File: src/rtl/svi_lane_arbiter.sv
// rtl/svi_lane_arbiter.sv - round-robin single-lane write arbiter for an SVI latch array
//
// Purpose:
//   Grants the write side of a SIZE-lane SVI array to one requester at a time,
//   drives that lane's level-sensitive latch enable, and inserts a dead (GAP)
//   cycle after each grant so two lane latches are never transparent together.
//
// Ports:
//   i_clk      : single clock, all state on rising edge
//   i_srst     : synchronous active-high reset
//   i_req      : per-lane request level, held until granted/done
//   i_done     : per-lane completion strobe, only the granted lane is looked at
//   o_gnt      : registered one-hot grant (or zero)
//   o_en       : latch enables, o_gnt & i_req
//   o_gnt_idx  : index of the granted lane, holds last value when not busy
//   o_busy     : high while a grant is held
//   o_timeout  : one-cycle pulse in the GAP that follows a forced release
//
// Build option:
//   SVI_ARB_TIMEOUT_EN - when defined, a grant is force-released after MAX_HOLD
//   cycles. When undefined no hold counter exists and o_timeout is tied low.

module svi_lane_arbiter #(
  parameter int SIZE     = 8,
  parameter int MAX_HOLD = 15
) (
  input  logic                    i_clk,
  input  logic                    i_srst,
  input  logic [SIZE-1:0]         i_req,
  input  logic [SIZE-1:0]         i_done,
  output logic [SIZE-1:0]         o_gnt,
  output logic [SIZE-1:0]         o_en,
  output logic [$clog2(SIZE)-1:0] o_gnt_idx,
  output logic                    o_busy,
  output logic                    o_timeout
);

  localparam int IW = $clog2(SIZE);

  typedef enum logic [1:0] {
    ST_IDLE = 2'd0,
    ST_HOLD = 2'd1,
    ST_GAP  = 2'd2
  } state_t;

  state_t          state_q, state_d;
  logic [IW-1:0]   rr_ptr_q, rr_ptr_d;
  logic [SIZE-1:0] gnt_q, gnt_d;
  logic [IW-1:0]   gnt_idx_q, gnt_idx_d;
  logic            timeout_q, timeout_d;

  logic            win_found;
  logic [IW-1:0]   win_idx;
  logic [IW-1:0]   scan_pos;
  logic            normal_release;
  logic            hold_expired;
  logic            forced_release;
  logic [IW-1:0]   next_ptr;

  // Round-robin winner: first requesting lane at or after rr_ptr, wrapping.
  always_comb begin
    win_found = 1'b0;
    win_idx   = '0;
    scan_pos  = '0;
    for (int i = 0; i < SIZE; i++) begin
      scan_pos = IW'((int'(rr_ptr_q) + i) % SIZE);
      if (!win_found && i_req[scan_pos]) begin
        win_found = 1'b1;
        win_idx   = scan_pos;
      end
    end
  end

  assign normal_release = i_done[gnt_idx_q] | ~i_req[gnt_idx_q];
  // A timeout coinciding with done/drop counts as a normal release.
  assign forced_release = hold_expired & ~normal_release;
  assign next_ptr       = (gnt_idx_q == IW'(SIZE - 1)) ? '0 : gnt_idx_q + 1'b1;

`ifdef SVI_ARB_TIMEOUT_EN
  localparam int CW = $clog2(MAX_HOLD + 1);

  logic [CW-1:0] hold_cnt_q, hold_cnt_d;

  // hold_cnt is 0 in the first granted cycle, so reaching MAX_HOLD-1 means
  // this is the MAX_HOLD-th cycle of the grant.
  assign hold_expired = (state_q == ST_HOLD) && (hold_cnt_q == CW'(MAX_HOLD - 1));

  always_comb begin
    hold_cnt_d = hold_cnt_q;
    if (state_q == ST_IDLE && win_found) begin
      hold_cnt_d = '0;
    end else if (state_q == ST_HOLD && !normal_release && !hold_expired
                 && hold_cnt_q != CW'(MAX_HOLD)) begin
      hold_cnt_d = hold_cnt_q + 1'b1;
    end
  end

  always_ff @(posedge i_clk) begin
    if (i_srst) begin
      hold_cnt_q <= '0;
    end else begin
      hold_cnt_q <= hold_cnt_d;
    end
  end
`else
  logic unused_max_hold;

  assign hold_expired    = 1'b0;
  assign unused_max_hold = ^MAX_HOLD;
`endif

  always_comb begin
    state_d   = state_q;
    rr_ptr_d  = rr_ptr_q;
    gnt_d     = gnt_q;
    gnt_idx_d = gnt_idx_q;
    timeout_d = 1'b0;
    case (state_q)
      ST_IDLE: begin
        if (win_found) begin
          state_d   = ST_HOLD;
          gnt_d     = SIZE'(1) << win_idx;
          gnt_idx_d = win_idx;
        end
      end
      ST_HOLD: begin
        if (normal_release || hold_expired) begin
          state_d   = ST_GAP;
          gnt_d     = '0;
          rr_ptr_d  = next_ptr;
          timeout_d = forced_release;
        end
      end
      ST_GAP: begin
        state_d = ST_IDLE;
      end
      default: begin
        state_d = ST_IDLE;
        gnt_d   = '0;
      end
    endcase
  end

  always_ff @(posedge i_clk) begin
    if (i_srst) begin
      state_q   <= ST_IDLE;
      rr_ptr_q  <= '0;
      gnt_q     <= '0;
      gnt_idx_q <= '0;
      timeout_q <= 1'b0;
    end else begin
      state_q   <= state_d;
      rr_ptr_q  <= rr_ptr_d;
      gnt_q     <= gnt_d;
      gnt_idx_q <= gnt_idx_d;
      timeout_q <= timeout_d;
    end
  end

  assign o_gnt     = gnt_q;
  assign o_en      = gnt_q & i_req;
  assign o_gnt_idx = gnt_idx_q;
  assign o_busy    = (state_q == ST_HOLD);
  assign o_timeout = timeout_q;

endmodule
File: config.mk
export PLATFORM = sky130hd
export DESIGN_NAME = svi_lane_arbiter
export DESIGN_NICKNAME = d
export VERILOG_FILES = /design/src/rtl/svi_lane_arbiter.sv
export SDC_FILE = /design/constraint.sdc
export NUM_CORES = 1
export LEC_CHECK = 0
export CORE_MARGIN = 2
export CORE_UTILIZATION = 43
export DETAILED_ROUTE_END_ITERATION = 12
export GPL_ROUTABILITY_DRIVEN = 0
export PLACE_DENSITY = 0.79
export SLEW_MARGIN = 20
export SYNTH_ARGS = -nofsm -noshare
export SYNTH_HDL_FRONTEND = slang
export SYNTH_SLANG_ARGS = --single-unit
File: constraint.sdc
create_clock -name i_clk -period 4.65 [get_ports i_clk]
set_input_delay 1.1625 -clock i_clk [delete_from_list [all_inputs] [get_ports i_clk]]
set_output_delay 1.1625 -clock i_clk [all_outputs]
set_load 0.01 [all_outputs]
======== After elaboration in Yosys (flattened, before gate mapping) ========
Index checks and enable logic that the tools add are counted.
word-level totals
  ROM bits ................................ 0
  input bits .............................. 18
  memories ................................ 0
  bits in registers ....................... 16
  bits in writable memories ............... 0
  word-level logic and storage cells ...... 93
  latch bits .............................. 0
operators by class
  equal/unequal tests ..................... 5
  bitwise gates (word level) .............. 4
  add/subtract/negate cells ............... 8
  $lt $le $gt $ge ......................... 9
  multiply operators ...................... 0
  shifts and indexed selects .............. 1
  div/mod/pow operators ................... 0
  muxes and demuxes ....................... 43
  reductions and logical operators ........ 19
operators with widths
  operator               count
  $lt A3 B4 Y1 const B   9
  $bmux W1 S3            10
  $mux W3                9
  $pmux W8 S3            1
  $mux W1                18
  $mux W8                2
  $add A3 B3 Y3 const B  4
  $and A8 B8 Y8          1
  $shl A1 B3 Y8 const A  1
  $logic_and A1 B1 Y1    7
  $logic_not A1 Y1       7
  $add A3 B1 Y3 const B  2
  $add A3 B2 Y3 const B  2
  $reduce_and A2 Y1      3
  $mux W2                2
  $pmux W2 S2            1
  $eq A3 B3 Y1 const B   1
  $reduce_and A3 Y1      1
  $eq A2 B1 Y1 const B   1
  $eq A2 B2 Y1 const B   1
  $logic_not A2 Y1       1
  $ne A2 B1 Y1 const B   1
  $ne A2 B2 Y1 const B   1
  $not A1 Y1             2
  $or A1 B1 Y1           1

======== Depth between registers and ports, before layout ========
  depth after elaboration ................. 27
  depth in mapped cells ................... 11

======== Least setup slack after synthesis ========
OpenSTA, ideal clock, no wires.
  path kind ............................... input to register
  from .................................... in i_req[3]
  to ...................................... reg gnt_q[0] (netlist: o_gnt[0])
  arrival time ............................ 3210 ps
  required time ........................... 4563 ps
  stages on the path ...................... 7
  path slack .............................. 1353 ps
  library setup time ...................... 87 ps
  cells stage by stage .................... mux4_1 > mux2i_2 > nand2b_1 > or4_4 > a221oi_4 > nand2_1 > o31ai_1
on the way
  longest elaborated chain between the ends .. 27
  elaborated cells between the ends (all ways) .. 56
ends and longest elaborated chain
  what                           line  RTL
  from (decl)                    29    input logic [SIZE-1:0] i_req,
  $bmux W1 S3                    67    if (!win_found && i_req[scan_pos]) begin
  $mux W1 (implied by the code)  67
  $mux W1                        67
  $logic_not A1 Y1               67
  $logic_and A1 B1 Y1            67
  $mux W1                        67
  $logic_not A1 Y1               67
  $logic_and A1 B1 Y1            67
  [... 11 more ...]              --
  $logic_and A1 B1 Y1            67
  $mux W1                        67
  $logic_not A1 Y1               67
  $logic_and A1 B1 Y1            67
  $mux W3                        67
  $shl A1 B3 Y8                  122   gnt_d = SIZE'(1) << win_idx;
  $mux W8                        120   if (win_found) begin
  $pmux W8 S3                    118   case (state_q)
  to (signal assigned)           154   gnt_q <= gnt_d;
  to (decl)                      48    logic [SIZE-1:0] gnt_q, gnt_d;
Parallel ways exist; a longest one is shown, timed or not. The select of a mux whose other input is x is not followed.
A chain may end at the register's enable or synchronous reset.

======== Worst setup path after layout ========
  from .................................... reg rr_ptr_q[1]
  to ...................................... reg gnt_q[5] (netlist: o_gnt[5])
on the way
  longest elaborated chain between the ends .. 27
  elaborated cells between the ends (all ways) .. 58
ends and longest elaborated chain
  what                                                    line  RTL
  from (decl)                                             47    logic [IW-1:0] rr_ptr_q, rr_ptr_d;
  from (signal assigned)                                  153   rr_ptr_q <= rr_ptr_d;
  branches (longest 27 deep; another with $add A3 B1 Y3)  --
Parallel ways; which one is timed is not known. The select of a mux whose other input is x is not followed.

==> metrics.csv <==
stage,metric,value,unit
run_status,outcome,completed,
clock_network,clock sinks,16,
hold_path,worst min path class,register to register,
synthesis,synthesized area per cell,8.82,µm²
clock_network,CTS tree,done,
synthesis,warnings from Yosys,0,
synthesis,Post-Synth XOR/XNOR Area,0.0155,
floorplanning,Initial Util,0.456,
worst_setup_path,Setup crit start kind,register,
synthesis,"Cell Area, Synth",1690,µm²
timing,"Period Utilization, post-route",0.861,
detailed_routing,TritonRoute pass-1 iters,4,
floorplanning,die height,66.8,µm
synthesis,unique cell type count in the Yosys netlist,50,
grt,total global routing overflow,0,
timing,fmax,0.250,GHz
detailed_routing,Avg Vias per Cell,6.15,
worst_setup_path,"Max FO, Critical Path",12,
worst_setup_path,Max stage delay on crit path,0.70,ns
worst_setup_path,Crit path required time,4.79,ns
pwr,sw frac,0.455,
timing,Fin Setup TNS,0,ns
pwr,Internal Power,591,µW
floorplanning,die width,66.8,µm
synthesis,Commonest cells post-synth,"nand2_1 (23), dfxtp_1 (16), nor2_1 (15), and2_1 (12), mux2i_1 (10)",
synthesis,synthesis-stage register bit count,16,
floorplanning,number of I/O pins,39,
synthesis,Most used DFF post-synth,dfxtp_1,
detailed_routing,"antenna viol nets, final",0,
timing,final setup margin,0.648,ns
timing,Least-Margin Pin Slew,0.650,ns
placement,pre-CTS setup slack,0.477,ns
floorplanning,Die ar.,4460,µm²
detailed_routing,DRT iter0 DRCs,144,
floorplanning,FP Rows,22,
synthesis,largest area contributor in the synthesized netlist,dfxtp_1,
pwr,leakage power,0.000758,µW
synthesis,largest family of logic cells by synthesized area,multiplexers,
detailed_routing,Post-Route WL,4.57,mm
worst_setup_path,CP arrival,4.15,ns
synthesis,ys async rst share,0,
pwr,Pwr Total,1090,µW
synthesis,"count leader, synth",nand2_1,
detailed_routing,Wirelength per Cell,16.7,µm
detailed_routing,vias,1680,
clock_network,Root Buffer,clkbuf_8,
synthesis,Simple-Gate Fraction of Synth Area,0.221,
worst_setup_path,FF-to-FF Start,rr_ptr_q[1]$_SDFFE_PP0P_,
worst_setup_path,Critical-path top delay cell,mux4_1,
pwr,Max IR drop VDD,0.331,mV
timing,Max-Slew Margin vs Limit,0.566,
placement,Inst Count DP,270,
synthesis,number of enable flip-flop cells after synthesis,0,
grt,vias in the first global route,1538,
synthesis,Synth Area in Compound Gates,0.227,
timing,clock skew,0.00205,ns
worst_setup_path,CP Class,register to register,
placement,port buffer count,37,
synthesis,post-synthesis sequential area ratio,0.189,
layout,Antenna Cells,0,
synthesis,Mapped Cells,192,
worst_setup_path,CP startpoint,rr_ptr_q[1]$_SDFFE_PP0P_,
pwr,clock group share of total power,0.091,
grt,GR Util All Layers,0.222,
placement,HPWL after detailed placement,3.56,mm
clock_network,Post-CTS Resized,0,
timing,RSZ-0062 raised after global routing,false,
synthesis,multiplexer share of the synthesized area,0.267,
pwr,P_sw,494,µW
floorplanning,core area,3720,µm²
synthesis,Synth top area share,0.189,
clock_network,clock buffer count from CTS,3,
timing,Final Slew Violations,0,
worst_setup_path,"Critical Path, Cell by Cell",inv_1 -> ha_1 -> mux4_1 -> mux2i_1 -> a22oi_1 -> or4_4 -> a221oi_4 -> nand2_1 -> o31ai_1,
timing,"Hold Vio Cnt, Final",0,
pwr,Power Density,509,nW/µm²
worst_setup_path,worst r2r path cells,9,
clock_network,Clock Tree Buf Depth,2,
layout,Area Growth Syn to Fin,25.8,%
clock_network,hold_buf cts,0,
run,Maximum Capacitance Violations,0,
worst_setup_path,CP Capture Type,register,
timing,final setup fails,0,
detailed_routing,residual DRC count,0,
synthesis,Syn Nets,214,
clock_network,"Reg clk slew, reported paths",0.06,ns
grt,first-pass GRT wire length,7.47,mm
worst_setup_path,R2R setup slack,0.65,ns
clock_network,"Clk Latency, worst-skew pair",0.24,ns
pwr,Gate power share,0.698,
layout,fin nets,249,
timing,Final min period,4.00,ns
layout,share of cells above drive strength 1,0.111,
grt,largest net degree at the start of global routing,16,
layout,fin cells,273,
synthesis,top post-synthesis cells by area,"dfxtp_1 (19%), mux4_2 (8.0%), mux4_1 (7.8%), mux2i_1 (5.9%), nand2_1 (5.1%)",
pwr,fraction of power consumed by sequential logic,0.211,
grt,initial antenna violation count,0,
synthesis,adder-cell area share of the yosys netlist,0.0295,
worst_setup_path,worst r2r dst,o_gnt[5]$_SDFFE_PP0P_,
worst_setup_path,Worst Setup EP,o_gnt[5]$_SDFFE_PP0P_,
clock_network,H-tree depth,1,
clock_network,Post-CTS Setup Bufs,0,
## worst min-delay path by stage
stage	from	to	slack, ns	cells past startpoint
finish	o_gnt[7]$_SDFFE_PP0P_	o_gnt[7]$_SDFFE_PP0P_	0.48	2
global route	o_gnt[7]$_SDFFE_PP0P_	o_gnt[7]$_SDFFE_PP0P_	0.50	2
CTS	o_gnt[7]$_SDFFE_PP0P_	o_gnt[7]$_SDFFE_PP0P_	0.48	2
detailed placement	o_gnt[7]$_SDFFE_PP0P_	o_gnt[7]$_SDFFE_PP0P_	0.47	2
global placement	o_gnt[6]$_SDFFE_PP0P_	o_gnt[6]$_SDFFE_PP0P_	0.47	2
floorplan	o_gnt[4]$_SDFFE_PP0P_	o_gnt[4]$_SDFFE_PP0P_	0.49	2
## cell usage in the layout, fill, tap and decap left out, types with 5 or more instances in the layout
cell type	synthesis	routed
nand2b_1	6	6
mux2_2	5	5
mux4_2	6	6
clkdlybuf4s50_1	0	37
a21oi_1	5	5
inv_1	9	9
mux4_1	5	5
dfxtp_1	16	16
o31ai_1	8	8
a211oi_1	5	5
nand2_1	23	23
nor2_1	15	15
mux2i_1	10	10
and2_1	12	12
o32ai_1	5	5
## routing by layer
metal | wire, µm | track usage
met5 | 0 | 0
met3 | 265 | 0.0236
met1 | 1970 | 0.294
met4 | 119 | 0.105
met2 | 2210 | 0.361
## registers in the layout, indices dropped and copies added, names as in the netlist
register	count
o_gnt	8
o_gnt_idx	3
rr_ptr_q	3
state_q	2
## power groups by stage
stage / Clock, µW / Combinational [µW] / Sequential [µW]
after CTS: 102 / 751 / 228
after global routing: 111 / 825 / 233
after global placement: 0 / 735 / 229
final: 98.4 / 758 / 229
after detailed placement: 0 / 746 / 229
after floorplan: 0 / 554 / 212
## critical path, delay by kind of cell, from the launching register on
kind | cells | cell delay [ns]
buffers and inverters | 1 | 0.16
and+or+nand+nor | 2 | 0.70
adders and majority gates | 1 | 0.64
muxes | 2 | 1.03
AOI/OAI and AO/OA | 3 | 0.73
DFF | 1 | 0.64
## stage by stage
stage               hold WS [ns]   util  cell area [µm²]
floorplan                  0.489      -             1690
global placement           0.467  0.562             2090
detailed placement         0.471  0.562             2090
CTS                        0.481  0.573             2130
global route               0.504  0.573             2130
finish                     0.484  0.573             2130
## area by class of cell
type | count | area [µm²]
inverters | 9 | 33.8
flip-flops and latches | 16 | 320
repair buffers | 39 | 385
well taps | 48 | 60.1
fillers | 340 | 1590
clock buffers | 3 | 41.3
multi-input cells | 158 | 1290
## cell families (layout without fill, tap and decap cells)
family | after synthesis | after routing
multiplexers | 28 | 28
adder cells (fa/ha/maj) | 4 | 4
XOR/XNOR | 3 | 3
buffers and inverters | 18 | 51
AND/OR/NAND/NOR | 73 | 73
AO/OA/AOI/OAI | 49 | 49
flip-flops | 16 | 16
other | 1 | 1
No activity file was read; power rests on OpenSTA's default activity.
